File: src/rtl/mux_share_arbiter.sv
// Round-robin arbiter for one shared two_to_one_mux. It drives the mux select and
// enforces a hold limit so that neither requester can starve the other.
module mux_share_arbiter #(
   parameter  int MAX_HOLD = 8,
   localparam int CNT_W    = $clog2(MAX_HOLD + 1)
) (
   input  logic             clk,
   input  logic             rst_n,
   input  logic             req0,
   input  logic             req1,
   output logic             gnt0,
   output logic             gnt1,
   output logic             sel,
   output logic             busy,
   output logic [CNT_W-1:0] hold_cnt
);

   // state | meaning
   // IDLE  | no owner; sel keeps the last routing
   // OWN0  | requester 0 owns the mux, sel=0
   // OWN1  | requester 1 owns the mux, sel=1
   typedef enum logic [1:0] {
      IDLE = 2'd0,
      OWN0 = 2'd1,
      OWN1 = 2'd2
   } state_t;

   localparam logic [CNT_W-1:0] HOLD_LAST = CNT_W'(MAX_HOLD - 1);

   state_t           state, state_nxt;
   logic             sel_q, sel_nxt;
   logic             last_q, last_nxt;
   logic [CNT_W-1:0] cnt_q, cnt_nxt;

   always_ff @(posedge clk) begin
      if (!rst_n) begin
         state  <= IDLE;
         sel_q  <= 1'b0;
         last_q <= 1'b1;
         cnt_q  <= '0;
      end else begin
         state  <= state_nxt;
         sel_q  <= sel_nxt;
         last_q <= last_nxt;
         cnt_q  <= cnt_nxt;
      end
   end

   always_comb begin
      state_nxt = state;
      sel_nxt   = sel_q;
      last_nxt  = last_q;
      cnt_nxt   = cnt_q;
      unique case (state)
         IDLE: begin
            if (req0 && req1) begin
               state_nxt = last_q ? OWN0 : OWN1;
               sel_nxt   = ~last_q;
               last_nxt  = ~last_q;
               cnt_nxt   = '0;
            end else if (req0) begin
               state_nxt = OWN0;
               sel_nxt   = 1'b0;
               last_nxt  = 1'b0;
               cnt_nxt   = '0;
            end else if (req1) begin
               state_nxt = OWN1;
               sel_nxt   = 1'b1;
               last_nxt  = 1'b1;
               cnt_nxt   = '0;
            end
         end
         OWN0: begin
            // A dropped request always wins over the hold limit on the same edge.
            if (!req0 && req1) begin
               state_nxt = OWN1;
               sel_nxt   = 1'b1;
               last_nxt  = 1'b1;
               cnt_nxt   = '0;
            end else if (!req0) begin
               state_nxt = IDLE;
               cnt_nxt   = '0;
            end else if (req1 && cnt_q == HOLD_LAST) begin
               state_nxt = OWN1;
               sel_nxt   = 1'b1;
               last_nxt  = 1'b1;
               cnt_nxt   = '0;
            end else if (cnt_q != HOLD_LAST) begin
               cnt_nxt = cnt_q + 1'b1;
            end
         end
         OWN1: begin
            if (!req1 && req0) begin
               state_nxt = OWN0;
               sel_nxt   = 1'b0;
               last_nxt  = 1'b0;
               cnt_nxt   = '0;
            end else if (!req1) begin
               state_nxt = IDLE;
               cnt_nxt   = '0;
            end else if (req0 && cnt_q == HOLD_LAST) begin
               state_nxt = OWN0;
               sel_nxt   = 1'b0;
               last_nxt  = 1'b0;
               cnt_nxt   = '0;
            end else if (cnt_q != HOLD_LAST) begin
               cnt_nxt = cnt_q + 1'b1;
            end
         end
         default: begin
            state_nxt = IDLE;
            cnt_nxt   = '0;
         end
      endcase
   end

   assign gnt0     = (state == OWN0);
   assign gnt1     = (state == OWN1);
   assign busy     = (state == OWN0) || (state == OWN1);
   assign sel      = sel_q;
   assign hold_cnt = cnt_q;

endmodule

File: config.mk
export PLATFORM = sky130hd
export DESIGN_NAME = mux_share_arbiter
export DESIGN_NICKNAME = d
export VERILOG_FILES = /design/src/rtl/mux_share_arbiter.sv
export SDC_FILE = /design/constraint.sdc
export NUM_CORES = 1
export LEC_CHECK = 0
export ABC_CLOCK_PERIOD_IN_PS = 4500
export CAP_MARGIN = 20
export CORE_AREA = 8 8 45 47
export DETAILED_ROUTE_END_ITERATION = 12
export DIE_AREA = 0 0 53 55
export PLACE_DENSITY = 0.74
export SYNTH_ARGS = -nofsm -noshare
export SYNTH_HDL_FRONTEND = slang
export SYNTH_SLANG_ARGS = --single-unit
File: constraint.sdc
create_clock -name clk -period 4.5 [get_ports clk]
set_input_delay 0.9 -clock clk [delete_from_list [all_inputs] [get_ports clk]]
set_output_delay 0.9 -clock clk [all_outputs]
set_load 0.02 [all_outputs]
== Yosys cells after proc, flatten, opt, wreduce, memory -nomap -nowiden ==
Cells that the tools add are included.

* Input bits: 4
* Output and inout port bits: 8
* Register bits: 8
* Word-level logic and storage cells: 61

* Reductions and logical operators: 12
* Bitwise gates (word level): 1
* Muxes and demuxes: 32
* Eq/ne operators: 11
* $add $sub $neg: 1

{| class="wikitable"
|+ Operator list
! cell !! count
|-
| $mux 4 || 10
|-
| $mux 2 || 10
|-
| $pmux 4 s3 || 1
|-
| $mux 1 || 9
|-
| $ne 4x2->1 const B || 2
|-
| $ne 3x1->1 const B || 2
|-
| $ne 3x2->1 const B || 2
|-
| $pmux 2 s3 || 1
|-
| $reduce_and 6->1 || 1
|-
| $logic_and 1x1->1 || 5
|-
| $add 4x1->4 const B || 1
|-
| $eq 4x3->1 const B || 1
|-
| $ne 4x3->1 const B || 1
|-
| $ne 4x4->1 const B || 1
|-
| $pmux 1 s3 || 1
|-
| $reduce_and 3->1 || 1
|-
| $reduce_bool 3->1 || 1
|-
| $eq 2x1->1 const B || 1
|-
| $eq 2x2->1 const B || 1
|-
| $logic_not 1->1 || 2
|-
| $logic_not 2->1 || 1
|-
| $logic_or 1x1->1 || 1
|-
| $not 1->1 || 1
|}

== Longest topological paths before layout ==
Gate-level depths: netlist of run 1.

* Word-level depth: 6
* Depth in mapped cells: 6
* Gate-level depth less buffers: 6

== Worst setup path before layout of run 1 ==
Ideal clock, no wire load.

* Path kind: input port to flip-flop
* From: input port req0
* To: register cnt_q[3], in the netlist hold_cnt[3]
* Data required time: 4.426 ns
* Arrival: 1.851 ns
* Cell stages on the path: 5
* Path slack: 2.575 ns
* Buffers on the path: 1
* Library setup time: 0.074 ns
* Cell sequence: buf_2 a22o_4 nand2_1 or4b_1 a31oi_1

* Cells in the longest elaborated chain, start to end: 5
* Elaborated cells on any way between the ends: 14
* Classes of those cells: 1 x eq/ne; 8 x mux; 5 x reduce/logical

{| class="wikitable"
|+ Ends and longest elaborated chain
! element !! line !! RTL
|-
| from (decl) || 9 || <nowiki>input logic req0,</nowiki>
|-
| $logic_and 1x1->1 || 101 || <nowiki>end else if (req0 && cnt_q == HOLD_LAST) begin</nowiki>
|-
| $mux 4 || 101 ||
|-
| $mux 4 || 98 || <nowiki>end else if (!req1) begin</nowiki>
|-
| $mux 4 || 93 || <nowiki>if (!req1 && req0) begin</nowiki>
|-
| $pmux 4 s3 || 54 || <nowiki>unique case (state)</nowiki>
|-
| to (signal assigned) || 45 || <nowiki>cnt_q <= cnt_nxt;</nowiki>
|-
| to (decl) || 33 || <nowiki>logic [CNT_W-1:0] cnt_q, cnt_nxt;</nowiki>
|}

Several ways; a longest one is shown, not always the timed one.
A chain may end at the register's enable or synchronous reset.

== Worst setup path in the final report of run 1 ==
* From: register state[0]
* To: output port busy

* Cells in the longest elaborated chain, start to end: 2
* Elaborated cells on any way between the ends: 3
* Classes of those cells: 2 x eq/ne; 1 x reduce/logical

{| class="wikitable"
|+ Ends and longest elaborated chain
! element !! line !! RTL
|-
| from (decl) || 30 || <nowiki>state_t state, state_nxt;</nowiki>
|-
| from (signal assigned) || 42 || <nowiki>state <= state_nxt;</nowiki>
|-
| $eq 2x1->1 / $eq 2x2->1 (equally long branches) || 119 || <nowiki>assign busy = (state == OWN0) || (state == OWN1);</nowiki>
|-
| $logic_or 1x1->1 (*) || 119 ||
|-
| to (decl) || 14 || <nowiki>output logic busy,</nowiki>
|}

Every way passes the cells marked *; elsewhere a longest branch is shown, timed or not.

==> impl_metrics.json, run 1 <==
{
  "status": "finished, final reports clean",
  "clk-insertion-delay-late_ps": 250,
  "die_w_um": 53,
  "dieHeight_um": 55,
  "arrival_ps": 1770,
  "grt_max_degree": 10,
  "fin_nets": 93,
  "synth_top_area_share_pct": 28.19,
  "synth_area_um2": 568.0,
  "clock_path_buffers": 2,
  "cts_setup_buffers": 0,
  "cp-end-kind": "primary output",
  "routabilityCongestion": 0.7730,
  "grt_pass1_wl_mm": 2.194,
  "startpoint": "state[0]",
  "ys_types": 29,
  "hold_violations": 0,
  "drt_wl_total_mm": 1.280,
  "fmax_mhz": 374.3,
  "fin_tns_setup_ps": 0,
  "htree_levels": 1,
  "cp_num_cells": 3,
  "antenna_found_initial": 0,
  "synth.net_count": 79,
  "finalCritPeriodShare_pct": 59.37,
  "core.rowCount": 14,
  "synth_cells": 70,
  "path_delay_family": "buffers and inverters",
  "postRouteAntennaNets": 0,
  "cp_num_buf_inv": 2,
  "cts_tree": "built",
  "avgViaCountPerCell": 5.510,
  "setup_viol": 0,
  "p_sw_uw": 161.7,
  "synth-seq-area-share_pct": 28.19,
  "rr_endpoint": "hold_cnt[3]",
  "cap_violations": 0,
  "grt_setup_unrepaired": "false",
  "critPathKind": "reg -> out",
  "r2r_slack_ps": 2820,
  "synth_area_per_cell_um2": 8.115,
  "p_sw_share_pct": 41.94,
  "p_int_uw": 223.9,
  "holdBufCountCts": 0,
  "gr-usage-all-layers_pct": 9.852,
  "io_pins": 12,
  "start_kind": "flip-flop",
  "clkPwrFrac_pct": 14.4,
  "drc_errors": 0,
  "clkTransAtPathRegs_ps": 50,
  "yosys_register_bits": 8,
  "cp_cell_sequence": "inv_1 > ha_1 > clkdlybuf4s50_1",
  "drt_iter0_drc": 6,
  "cts_resized": 0,
  "root_buffer": "clkbuf_4",
  "crit_required_ps": 3600,
  "drt_pre_antenna_iters": 4,
  "dpl.hpwl_mm": 1.016,
  "portBuffers": 11,
  "synthTopCellsByArea": "dfxtp_1 28%, ha_1 11%, mux2i_1 8.8%, nand2_1 6.6%, inv_1 4.0%",
  "cts_sinks": 8,
  "crit_path_max_incr_delay_ps": 650,
  "layout.cells.non_filler": 98,
  "slew_headroom_pct": 70.12,
  "drive_gt1_share_pct": 6.098,
  "power.share.sequential_pct": 25.9,
  "p_comb_share_pct": 59.6,
  "cts_buffers": 3,
  "slew_viol_final": 0,
  "initial_core_util_pct": 41.05,
  "reg2regPathDepth": 6,
  "dieArea_um2": 2915,
  "areaGrowthSynthToFinish_pct": 25.33,
  "crit_slowest_cell": "clkdlybuf4s50_1",
  "min_period_ps": 2672,
  "reg2reg_from": "state[0]",
  "synth_area_leader_cell": "dfxtp_1",
  "p_leak_uw": 0.0003008,
  "crit_path_max_fanout": 7,
  "ir_drop_mv": 0.2840,
  "num_antenna_cells": 0,
  "crit_end": "busy",
  "grt.overflow.total": 0,
  "placed_cells": 95,
  "dr_total_vias": 540,
  "wl_per_cell_um": 13.06,
  "power_density_nw_per_um2": 541.6,
  "coreArea_um2": 1384,
  "ys_warn_count": 0,
  "clock_skew_ps": 2.167,
  "hold_path_class": "reg -> reg",
  "grt_pass1_vias": 510,
  "worst_pin_slew_ps": 447.3
}
==> worst register-to-register path, cell delays in order, from the launching register on <==
cell,delay (ps)
dfxtp_1,380
inv_1,80
ha_1,250
nor3b_1,190
nor2_1,110
or4b_1,440
a31oi_1,170
==> flip-flops by register name, summed over array words and instances (netlist names) <==
name	cells
sel	1
last_q	1
state	2
hold_cnt	4
==> layer usage <==
| layer | vias up | routed length (um) | GRT usage [%] |
|---|---|---|---|
| met5 | - | 0 | 0 |
| met3 | 4 | 45 | 1.070 |
| li1 | 276 | - | - |
| met2 | 9 | 611 | 16.02 |
| met1 | 251 | 594 | 12.06 |
| met4 | 0 | 28 | 6.466 |
==> area by class of cell <==
cell class / count / area [um2]
multi-input cells: 54 / 376.6
clock buffers: 3 / 22.52
flip-flops and latches: 8 / 160.2
repair buffers: 11 / 110.1
well taps: 16 / 20.02
inverters: 6 / 22.52
fillers: 140 / 671.9
==> cell usage in the layout, fill, tap and decap left out <==
cell	n
inv_1	6
nand3_1	4
nand2b_1	2
clkdlybuf4s50_1	11
a21o_1	1
a22o_4	1
clkbuf_4	3
nand4_1	1
nor2_1	4
o2111ai_1	1
a221oi_1	1
o21ai_0	2
a41oi_1	1
nor3b_1	1
mux2i_1	5
a211oi_1	1
nor3_1	1
ha_1	5
or3_1	1
nor2b_1	2
or4b_1	1
dfxtp_1	8
and3b_1	1
nand3b_1	1
o211a_1	1
a31o_2	1
nand2_1	10
a21oi_1	3
a31oi_1	2
==> through the flow <==
step	hold slack (ps)	power [uW]	util, %	setup WS (ps)	area [um2]
2_1_floorplan	470.9	263.4	-	2575	568.0
3_3_place_gp	456.0	330.3	49.82	2062	689.4
3_5_place_dp	459.7	332.6	49.82	2021	689.4
4_1_cts	475.1	390.8	51.45	1812	711.9
5_1_grt	495.9	418.1	51.45	1735	711.9
6_report	468.3	385.6	51.45	1828	711.9
==> worst min path at each step <==
stage	from	to	slack (ps)	cells after the start
6_report	sel	sel	470	2
5_1_grt	sel	sel	500	2
4_1_cts	sel	sel	480	2
3_5_place_dp	sel	sel	460	2
3_3_place_gp	sel	sel	460	2
2_1_floorplan	state[1]	state[1]	470	2
==> power groups by stage <==
stage	registers, uW	clock network (uW)	logic (uW)
finish	100	55.6	230
global placement	101	0	229
CTS	100	57.5	233
detailed placement	102	0	231
global route	102	61.8	254
floorplan	105	0	158
==> synthesized netlist by cell type, drive strengths merged <==
library cell / count
a211oi: 1
a21o: 1
a21oi: 3
a221oi: 1
a22o: 1
a31o: 1
a31oi: 2
a41oi: 1
and3b: 1
buf: 1
clkbuf: 1
dfxtp: 8
ha: 5
inv: 6
mux2i: 5
nand2: 10
nand2b: 2
nand3: 4
nand3b: 1
nand4: 1
nor2: 4
nor2b: 2
nor3: 1
nor3b: 1
o2111ai: 1
o211a: 1
o21ai: 2
or3: 1
or4b: 1
==> kinds of logic after synthesis <==
logic type               Yosys count  share of synthesized area, %
AND/OR/NAND/NOR                   29                         26.21
AO/OA/AOI/OAI                     15                         20.27
buffers and inverters              8                         5.505
flip-flops                         8                         28.19
multiplexers                       5                         8.811
adder cells (fa/ha/maj)            5                         11.01
Note: power is estimated with default switching activity, not from simulation.
==> run 2, diff against run 1 <==
Settings changed: ABC_CLOCK_PERIOD_IN_PS 4500 to 2700.
Clock period 4.5 ns to 2.7 ns, I/O delays scaled along.
==> impl_metrics.json, run 2 (same netlist as run 1, synthesis figures left out) <==
{
  "hold_path_class": "reg -> reg",
  "wl_per_cell_um": 13.53,
  "startpoint": "state[0]",
  "slew_viol_final": 0,
  "die_w_um": 53,
  "drc_errors": 0,
  "areaGrowthSynthToFinish_pct": 25.33,
  "crit_slowest_cell": "clkdlybuf4s50_1",
  "io_pins": 12,
  "drt_wl_total_mm": 1.326,
  "placed_cells": 95,
  "fmax_mhz": 430.9,
  "p_leak_uw": 0.0003008,
  "finalCritPeriodShare_pct": 85.96,
  "final_common_cell": "clkdlybuf4s50_1",
  "start_kind": "flip-flop",
  "postLayoutCellArea_um2": 711.9,
  "drive_gt1_share_pct": 6.098,
  "portBuffers": 11,
  "dr_total_vias": 523,
  "hold_violations": 0,
  "postRouteAntennaNets": 0,
  "fin_nets": 93,
  "cts_sinks": 8,
  "coreArea_um2": 1384,
  "slew_headroom_pct": 71.73,
  "power_density_nw_per_um2": 905.8,
  "cts_setup_buffers": 0,
  "htree_levels": 1,
  "status": "finished, final reports clean",
  "cap_violations": 0,
  "clk-insertion-delay-late_ps": 250,
  "register_area_um2": 160.2,
  "clock_path_buffers": 2,
  "clock_skew_ps": 4.678,
  "multi_input_area_um2": 376.6,
  "dieHeight_um": 55,
  "path_delay_family": "buffers and inverters",
  "clkTransAtPathRegs_ps": 50,
  "antenna_found_initial": 0,
  "crit_path_max_incr_delay_ps": 650,
  "holdBufCountCts": 0,
  "largest_register_ffs": 4,
  "grt_max_degree": 10,
  "critPathKind": "reg -> out",
  "worst_pin_slew_ps": 423.2,
  "dieArea_um2": 2915,
  "holdWs_ps": 472.7,
  "drt_pre_antenna_iters": 4,
  "setup_viol": 0,
  "placed_area_um2": 689.4,
  "arrival_ps": 1780,
  "crit_required_ps": 2160,
  "dpl.hpwl_mm": 1.032,
  "cp_num_buf_inv": 2,
  "grt.overflow.total": 0,
  "final_cell_mix": "11 x clkdlybuf4s50_1, 10 x nand2_1, 8 x dfxtp_1",
  "fin_tns_setup_ps": 0,
  "core.rowCount": 14,
  "cts_tree": "built",
  "reg2reg_from": "state[0]",
  "routabilityCongestion": 0.7734,
  "drt_iter0_drc": 12,
  "cts_resized": 0,
  "cp-end-kind": "primary output",
  "initial_core_util_pct": 41.05,
  "ir_drop_mv": 0.4372,
  "gr-usage-all-layers_pct": 10.56,
  "cts_buffers": 3,
  "cp_cell_sequence": "inv_1 > ha_1 > clkdlybuf4s50_1",
  "grt_pass1_wl_mm": 2.263,
  "avgViaCountPerCell": 5.337,
  "crit_path_max_fanout": 7,
  "layout.cells.non_filler": 98,
  "timing.hold.worst.start": "sel",
  "num_antenna_cells": 0,
  "n_fill_cell": 144,
  "grt_pass1_vias": 510,
  "grt_setup_unrepaired": "false",
  "min_period_ps": 2321,
  "root_buffer": "clkbuf_4"
}
-- run 2: cell counts in the layout (fill, tap and decap cells not counted) --
Identical to the previous run, type by type.
-- run 2: routing by layer --
| metal | GRT usage (%) | vias up | part of all wire [%] |
|---|---|---|---|
| met5 | 0 | - | 0 |
| li1 | - | 277 | - |
| met3 | 2.674 | 0 | 4.6 |
| met4 | 9.914 | 0 | 0 |
| met2 | 16.41 | 10 | 49 |
| met1 | 11.60 | 236 | 47 |
-- run 2: metrics by stage --
step / util, % / total power, uW / worst slack, ps
after floorplan: - / 439.0 / 1031
final: 51.45 / 644.9 / 379.0
after global placement: 49.82 / 550.5 / 622.3
after detailed placement: 49.82 / 556.8 / 545.1
after global routing: 51.45 / 694.7 / 305.6
after CTS: 51.45 / 655.6 / 357.5
-- run 2: worst paths after layout --
check	end	slack [ps]	cells past startpoint
setup / recovery	busy	380	3
hold / removal	sel	470	2
setup reg to reg	hold_cnt[3]	970	5
hold reg to reg	sel	470	2
-- run 2: layout make-up --
class,count,share of cell area [%]
repair buffers,11,15.47
multi-input cells,54,52.90
clock buffers,3,3.163
inverters,6,3.163
well taps,16,2.812
flip-flops and latches,8,22.50
-- run 2: tightest hold or removal path: cells and delay by family, from the launching register on --
kind / cells / cell delay [ps]
flip-flops: 1 / 300
multiplexers: 1 / 60
AND/OR/NAND/NOR: 1 / 50
-- run 2: where the power goes --
part	internal, uW	leakage, uW	switching [uW]
Combinational	178	0.000222	211
Clock	50.7	0.0000138	38.4
Sequential	145	0.0000654	22.4
Total	374	0.000301	271
==> variant, RTL diff (flow settings as in run 2) <==
Make the reset (`rst_n`) asynchronous in one clocked block.
--- a/src/rtl/mux_share_arbiter.sv
+++ b/src/rtl/mux_share_arbiter.sv
@@ -32,7 +32,7 @@
    logic             last_q, last_nxt;
    logic [CNT_W-1:0] cnt_q, cnt_nxt;
 
-   always_ff @(posedge clk) begin
+   always_ff @(posedge clk or negedge rst_n) begin
       if (!rst_n) begin
          state  <= IDLE;
          sel_q  <= 1'b0;
Function: differs if rst_n is asserted again (counterexample within 4 cycles, from zero or initial values and one cycle with rst_n low); with rst_n held inactive, the same outputs for 10 cycles.
==> variant against run 2 <==
- hold slack improved by 0.031 ns
- non-clock buffer count unchanged
- global-route usage decreased by 1.2 points
- wire length decreased by 8.7%
- setup slack improved by 0.080 ns
- cell area increased by 3.2%
- sequential cell count unchanged
- count of clock-buffer cells in the layout increased by 1
- area after synthesis increased by 3.1%
- total power increased by 9.7%
- final cell count decreased by 8.2%
- register-to-register slack improved by 0.05 ns
- critical path depth unchanged
- via count decreased by 1.5%
- critical path type unchanged
- largest cell class unchanged
- largest power group unchanged
==> variant: results <==
metrics = {
    "detailed_routing": {
        "drtIter0Drc": 14,
        "dr_wl_met2_um": 558,
        "wire_per_inst_um": 13.5,
        "wl_met3_um": 64,
        "routed.top_layer": "met4",
        "num_vias": 515,
        "met1_length_um": 559,
    },
    "global_route": {
        "grt_pass1_vias": 464,
        "grtUsageMet1": 0.104,
        "gr-usage-met2": 0.150,
        "grt_pass1_wl_mm": 2.03,
    },
    "pwr": {
        "pwr-share-clk": 0.135,
        "power.density_nw_per_um2": 963,
        "p_leak_nw": 0.314,
        "vdd_ir_drop_max_mv": 0.520,
        "power.switching_mw": 0.288,
    },
    "final_layout": {
        "fillers": 124,
        "nets": 84,
        "drive_gt1_frac": 0.149,
    },
    "yosys": {
        "synth_adder_area_share": 0.107,
        "ys_seq_area_frac": 0.344,
        "synth_cell_types": 28,
        "synth.top_cells.by_count": "7 x dfrtp_1, 5 x a21oi_1, 5 x ha_1, 5 x o21ai_0",
        "synth_fp_nets": 69,
        "yosys-top-cells-area": "dfrtp_1 30%, ha_1 11%, and4b_4 4.7%",
        "synthMuxAreaShare": 0.0577,
        "synthArstFlopShare": 1.00,
        "synth_compound_area_frac": 0.284,
    },
    "status": {
        "status": "complete, no violations",
    },
    "setup_path": {
        "crit_arrival_ns": 1.70,
        "path_max_fanout": 5,
        "max_stage_delay_ns": 0.63,
    },
    "sta": {
        "clock_skew_ns": 0.0134,
        "tightest_slew_ns": 0.335,
    },
    "place": {
        "placedInstanceArea_sq_um": 708,
    },
}
variant: cell types whose count changed after synthesis, sizes merged, moves of 3 or more:
| cell | run 2 | this run |
|---|---|---|
| dfxtp | 8 | 0 |
| o21ai | 2 | 6 |
| dfrtp | 0 | 7 |
| mux2 | 0 | 3 |
| mux2i | 5 | 0 |
| nand2 | 10 | 3 |
variant: area by class of cell:
| type | count | area (sq um) | share of cell area |
|---|---|---|---|
| multi-input cells | 47 | 362 | 0.492 |
| flip-flops and latches | 8 | 201 | 0.274 |
| repair buffers | 11 | 110 | 0.150 |
| clock buffers | 4 | 26.3 | 0.0358 |
| well taps | 16 | 20.0 | 0.0273 |
| inverters | 4 | 15.0 | 0.0204 |
variant: final timing paths:
check                                startpoint                      end  slack (ns)  depth (start not counted)
hold reg to reg                 sel$_DFFE_PN0P_          sel$_DFFE_PN0P_        0.50                          1
hold / removal                  sel$_DFFE_PN0P_          sel$_DFFE_PN0P_        0.50                          1
setup reg to reg           state[0]$_DFFE_PN0P_          sel$_DFFE_PN0P_        1.02                          6
max in group asynchronous                 rst_n       last_q$_DFFE_PN1P_        1.84                          1
setup / recovery           state[0]$_DFFE_PN0P_                     busy        0.46                          3
min in group asynchronous                 rst_n  hold_cnt[3]$_DFFE_PN0P_        0.55                          1
variant: per-stage QoR:
step                      instances  hold slack [ns]  utilization  worst slack (ns)
final                            90            0.504        0.531             0.459
after global routing             90            0.546        0.531             0.378
after CTS                        90            0.521        0.531             0.442
after detailed placement         86            0.513        0.512             0.553
after global placement           86            0.494        0.512             0.611
after floorplan                  60            0.244            -              1.05
variant: critical path, delay by kind of cell, from the launching register on:
family	cells	cell delay, ns
adder cells (fa/ha/maj)	1	0.36
buffers and inverters	2	0.71
flip-flops	1	0.39
